$ cat src/rtl/ram_port_arbiter.sv
// Arbitrates the fetch and load/store ports onto one single-port RAM and routes each read response back.
// Default is round-robin; define RAM_ARB_DATA_PRIO_EN for fixed data priority.
module ram_port_arbiter #(
   parameter int unsigned ADDR_WIDTH = 16,
   parameter int unsigned DATA_WIDTH = 32,
   parameter int unsigned MAX_WAIT   = 4
) (
   input  logic                      clk,
   input  logic                      rstn_i,
   input  logic                      instr_req_i,
   input  logic [ADDR_WIDTH-1:0]     instr_addr_i,
   output logic                      instr_gnt_o,
   output logic                      instr_rvalid_o,
   output logic [DATA_WIDTH-1:0]     instr_rdata_o,
   input  logic                      data_req_i,
   input  logic                      data_we_i,
   input  logic [DATA_WIDTH/8-1:0]   data_be_i,
   input  logic [ADDR_WIDTH-1:0]     data_addr_i,
   input  logic [DATA_WIDTH-1:0]     data_wdata_i,
   output logic                      data_gnt_o,
   output logic                      data_rvalid_o,
   output logic [DATA_WIDTH-1:0]     data_rdata_o,
   output logic                      ram_en_o,
   output logic                      ram_we_o,
   output logic [DATA_WIDTH/8-1:0]   ram_be_o,
   output logic [ADDR_WIDTH-1:0]     ram_addr_o,
   output logic [DATA_WIDTH-1:0]     ram_wdata_o,
   input  logic [DATA_WIDTH-1:0]     ram_rdata_i
);

   localparam int unsigned BE_WIDTH  = DATA_WIDTH / 8;
   localparam int unsigned CNT_WIDTH = 4;
   localparam logic [CNT_WIDTH-1:0] WAIT_LIMIT = CNT_WIDTH'(MAX_WAIT);
   localparam logic [CNT_WIDTH-1:0] WAIT_SAT   = '1;

   typedef enum logic {
      OWNER_INSTR = 1'b0,
      OWNER_DATA  = 1'b1
   } owner_e;

   logic [CNT_WIDTH-1:0] instr_wait_q, instr_wait_d;
   logic [CNT_WIDTH-1:0] data_wait_q, data_wait_d;
   logic                 rsp_valid_q, rsp_valid_d;
   owner_e               rsp_owner_q, rsp_owner_d;
   logic                 instr_starved, data_starved;
   logic                 instr_win, data_win;
`ifndef RAM_ARB_DATA_PRIO_EN
   owner_e               last_owner_q, last_owner_d;
`endif

   // Winner selection: starvation override first, then the conflict policy.
   always_comb begin
      instr_starved = (instr_wait_q >= WAIT_LIMIT);
      data_starved  = (data_wait_q >= WAIT_LIMIT);
      instr_win     = 1'b0;
      data_win      = 1'b0;
      if (instr_req_i && data_req_i) begin
         if (instr_starved && !data_starved) begin
            instr_win = 1'b1;
         end else if (data_starved && !instr_starved) begin
            data_win = 1'b1;
`ifdef RAM_ARB_DATA_PRIO_EN
         end else begin
            data_win = 1'b1;
`else
         end else if (last_owner_q == OWNER_INSTR) begin
            data_win = 1'b1;
         end else begin
            instr_win = 1'b1;
`endif
         end
      end else begin
         instr_win = instr_req_i;
         data_win  = data_req_i;
      end
   end

   assign instr_gnt_o = instr_win & rstn_i;
   assign data_gnt_o  = data_win & rstn_i;
   assign ram_en_o    = instr_gnt_o | data_gnt_o;

   // Request mux onto the RAM; idle drives zeros.
   always_comb begin
      ram_we_o    = 1'b0;
      ram_be_o    = '0;
      ram_addr_o  = '0;
      ram_wdata_o = '0;
      if (data_gnt_o) begin
         ram_we_o    = data_we_i;
         ram_be_o    = data_be_i;
         ram_addr_o  = data_addr_i;
         ram_wdata_o = data_wdata_i;
      end else if (instr_gnt_o) begin
         ram_be_o   = {BE_WIDTH{1'b1}};
         ram_addr_o = instr_addr_i;
      end
   end

   // Next-state for wait counters, response tracking and ownership history.
   always_comb begin
      instr_wait_d = '0;
      data_wait_d  = '0;
      rsp_valid_d  = instr_gnt_o | data_gnt_o;
      rsp_owner_d  = data_gnt_o ? OWNER_DATA : OWNER_INSTR;
      if (instr_req_i && !instr_gnt_o) begin
         instr_wait_d = (instr_wait_q == WAIT_SAT) ? WAIT_SAT : instr_wait_q + CNT_WIDTH'(1);
      end
      if (data_req_i && !data_gnt_o) begin
         data_wait_d = (data_wait_q == WAIT_SAT) ? WAIT_SAT : data_wait_q + CNT_WIDTH'(1);
      end
`ifndef RAM_ARB_DATA_PRIO_EN
      last_owner_d = last_owner_q;
      if (data_gnt_o) begin
         last_owner_d = OWNER_DATA;
      end else if (instr_gnt_o) begin
         last_owner_d = OWNER_INSTR;
      end
`endif
   end

   always_ff @(posedge clk or negedge rstn_i) begin
      if (!rstn_i) begin
         instr_wait_q <= '0;
         data_wait_q  <= '0;
         rsp_valid_q  <= 1'b0;
         rsp_owner_q  <= OWNER_INSTR;
`ifndef RAM_ARB_DATA_PRIO_EN
         last_owner_q <= OWNER_INSTR;
`endif
      end else begin
         instr_wait_q <= instr_wait_d;
         data_wait_q  <= data_wait_d;
         rsp_valid_q  <= rsp_valid_d;
         rsp_owner_q  <= rsp_owner_d;
`ifndef RAM_ARB_DATA_PRIO_EN
         last_owner_q <= last_owner_d;
`endif
      end
   end

   // Response steering: only the owner sees rvalid and RAM data.
   assign instr_rvalid_o = rsp_valid_q && (rsp_owner_q == OWNER_INSTR);
   assign data_rvalid_o  = rsp_valid_q && (rsp_owner_q == OWNER_DATA);
   assign instr_rdata_o  = instr_rvalid_o ? ram_rdata_i : '0;
   assign data_rdata_o   = data_rvalid_o ? ram_rdata_i : '0;

endmodule

$ cat config.mk
export PLATFORM = sky130hd
export DESIGN_NAME = ram_port_arbiter
export DESIGN_NICKNAME = d
export VERILOG_FILES = /design/src/rtl/ram_port_arbiter.sv
export SDC_FILE = /design/constraint.sdc
export NUM_CORES = 1
export LEC_CHECK = 0
export CAP_MARGIN = 0
export CORE_AREA = 2 2 89 91
export CTS_BUF_LIST = sky130_fd_sc_hd__clkbuf_8
export DETAILED_ROUTE_END_ITERATION = 12
export DIE_AREA = 0 0 91 93
export MAX_ROUTING_LAYER = met4
export PLACE_DENSITY = 0.72
export SYNTH_ARGS = -nofsm -noshare
export SYNTH_HDL_FRONTEND = slang
export SYNTH_SLANG_ARGS = --single-unit
export TNS_END_PERCENT = 1
$ cat constraint.sdc
create_clock -name clk -period 5.5 [get_ports clk]
set_input_delay 1.1 -clock clk [delete_from_list [all_inputs] [get_ports clk]]
set_output_delay 1.1 -clock clk [all_outputs]
set_load 0.01 [all_outputs]
==> results_dict.tcl <==
set metrics [dict create \
    htreeDepth 1 \
    wl_per_cell_um 15.18 \
    finalWirelength_mm 7.773 \
    worstPathArrival_ns 3.53 \
    synth_area_leader_cell "and2_1" \
    setup_tns_ns 0 \
    design.die.area_mm2 0.008463 \
    root_buffer "clkbuf_8" \
    viasPerCell 4.543 \
    ys.flop_type "dfrtp_1" \
    period_minus_slack_ns 4.631 \
    synthDistinctLibCells 29 \
    antenna_found_initial 0 \
    fillers 732 \
    cp_max_fo 13 \
    drv_slew 0 \
    nets 518 \
    ys_seq_elements 11 \
    areaGrowthSynthToFinish_pct 159.5 \
    whs_ns 0.5768 \
    max_slew_margin_pct 46.57 \
    cts.repair.resized 0 \
    grt_pass1_wl_mm 11.49 \
    rsz0062_at_grt "no" \
    cts.sinks 11 \
    ir_drop_mv 0.07964 \
    post-dp-hpwl_mm 6.561 \
    period_share_pct 84.21 \
    start_kind "input pin" \
    grt_max_degree 50 \
    crit_slowest_cell "clkdlybuf4s50_1" \
    netlist_instances 196 \
    critPathMaxStageDelay_ns 0.64 \
    fp-row-count 32 \
    tightest_slew_ns 0.8014 \
    syn_area_per_cell_um2 7.628 \
    yosysWarnings 0 \
    netlist_area_mm2 0.001495 \
    clk_pin_slew_ns 0.05 \
    yosys.area.top_type_share_pct 27.62 \
    critPathMostFrequentCell "clkdlybuf4s50_1" \
    place_congestion 0.7648 \
    antenna-diode-count 0 \
    rr_worst_depth 4 \
    crit_path_cell_trace "clkdlybuf4s50_1 > nor3b_1 > a221oi_4 > buf_4 > a22o_1 > clkdlybuf4s50_1" \
    grt_pass1_vias 2294 \
    clockBufferDepth 2 \
    synthArstFlopShare_pct 100.0 \
    cap_viol_max_count 0 \
    grt.total_usage_pct 17.48 \
    drt-pass1-iter-count 4 \
    end_kind "primary output" \
    setup_viol 0 \
    yosys-top-cells-area "and2_1 28%, dfrtp_1 18%, and3_1 14%, a22o_1 9.4%, clkbuf_1 3.0%" \
    status "finished clean" \
    die_y_um 93 \
    cts_tree "done" \
    drc 0 \
    portBuffers 226 \
    powerDensity_mw_per_mm2 111.4 \
    p_leak_nw 1.606 \
    core-area_mm2 0.007527 \
    hold_path_class "reg -> reg" \
    crit_type "in -> out" \
    fmaxAchievable_mhz 215.9 \
    syn_nets 303 \
    vias 2326 \
    crit_required_ns 4.40 \
    ys_seq_area_share_pct 18.41 \
    yosysMostFrequentCell "and2_1" \
    synth_edf_count 0 \
    die-width_um 91 \
    cts_buffers 3 \
    clk_latency_ns 0.24 \
    grt.overflow.total 0 \
    drive_above_1_share_pct 2.927 \
    holdPathStages 2 \
    synth_common_cells "66 x and2_1, 34 x and3_1, 16 x a22o_1" \
    dr.first_iter.drc_count 61 \
    hold_buffers 0 \
    ant_nets 0 \
    fin_skew_ns 0.001944 \
    finalHoldViolations 0 \
    postCtsSetupBuffers 0 \
    io_pins 227 \
    initial_core_util_pct 19.86 \
]
==> report_power, final <==
part	switching (W)	internal, W
Combinational	0.0000896	0.000167
Sequential	0.0000105	0.0000854
Clock	0.0000306	0.0000490
Total	0.000131	0.000302
==> state kept, by name, indices dropped and copies added (netlist names) <==
name / cells
rsp_valid_q: 1
instr_wait_q: 4
data_wait_q: 4
last_owner_q: 1
rsp_owner_q: 1
==> worst max-delay path: cells and delay by family <==
| kind | cells | cell delay, ns |
|---|---|---|
| buffers and inverters | 3 | 1.51 |
| AOI/OAI and AO/OA | 2 | 0.61 |
| and+or+nand+nor | 1 | 0.30 |
==> metrics by stage <==
step | util (%) | instance area, um^2 | setup slack (ns) | cells | power (W)
2_1_floorplan | - | 1495 | 2.192 | 196 | 0.0001804
3_3_place_gp | 50.95 | 3835 | 0.9238 | 508 | 0.0003538
3_5_place_dp | 50.95 | 3835 | 0.8465 | 508 | 0.0003561
4_1_cts | 51.55 | 3880 | 0.8532 | 512 | 0.0004374
5_1_grt | 51.55 | 3880 | 0.7251 | 512 | 0.0004596
6_report | 51.55 | 3880 | 0.8685 | 512 | 0.0004323
==> cells in the final DEF, fill, tap and decap left out, drive strengths merged, types with 4 or more instances in the layout <==
cell type,netlist,layout
clkdlybuf4s50,0,226
and2,66,66
and3,34,34
a22o,16,16
dfrtp,11,11
a21oi,7,7
a31o,6,6
o21ai,5,5
inv,3,4
buf,8,4
==> cell families (layout without fill, tap and decap cells) <==
group / Yosys count / in the layout / synth area share, %
and+or+nand+nor: 114 / 114 / 47.36
AOI/OAI and AO/OA: 46 / 46 / 24.85
buffers and inverters: 23 / 237 / 7.698
DFF: 11 / 11 / 18.41
adders and majority gates: 2 / 2 / 1.673
==> final cells by class <==
type / count / area [um^2] / share of cell area [%]
Multi-Input combinational cell: 162 / 1116 / 28.76
Inverter: 3 / 11.26 / 0.2902
Sequential cell: 11 / 275.3 / 7.094
Tap cell: 102 / 127.6 / 3.289
Clock inverter: 1 / 3.754 / 0.09674
Timing Repair Buffer: 230 / 2305 / 59.40
Clock buffer: 3 / 41.29 / 1.064
==> path summary, 6_finish.rpt <==
check | startpoint | to | slack [ns]
worst max-delay path | data_req_i | ram_addr_o[7] | 0.87
worst min-delay path | last_owner_q$_DFFE_PN0P_ | last_owner_q$_DFFE_PN0P_ | 0.58
worst max register to register | data_wait_q[3]$_DFF_PN0_ | last_owner_q$_DFFE_PN0P_ | 3.88
worst min register to register | last_owner_q$_DFFE_PN0P_ | last_owner_q$_DFFE_PN0P_ | 0.58
max in group asynchronous | rstn_i | data_wait_q[2]$_DFF_PN0_ | 4.01
min in group asynchronous | rstn_i | rsp_valid_q$_DFF_PN0_ | 1.29
==> per-layer routing <==
layer / vias up / global-route usage (%) / share of wire, %
met1: 1051 / 17.79 / 38
met4: 0 / 3.283 / 1.3
met2: 146 / 34.32 / 53
met3: 6 / 4.029 / 8.3
li1: 1123 / - / -
met5: - / - / 0
Power figures use the tool's default switching activity.
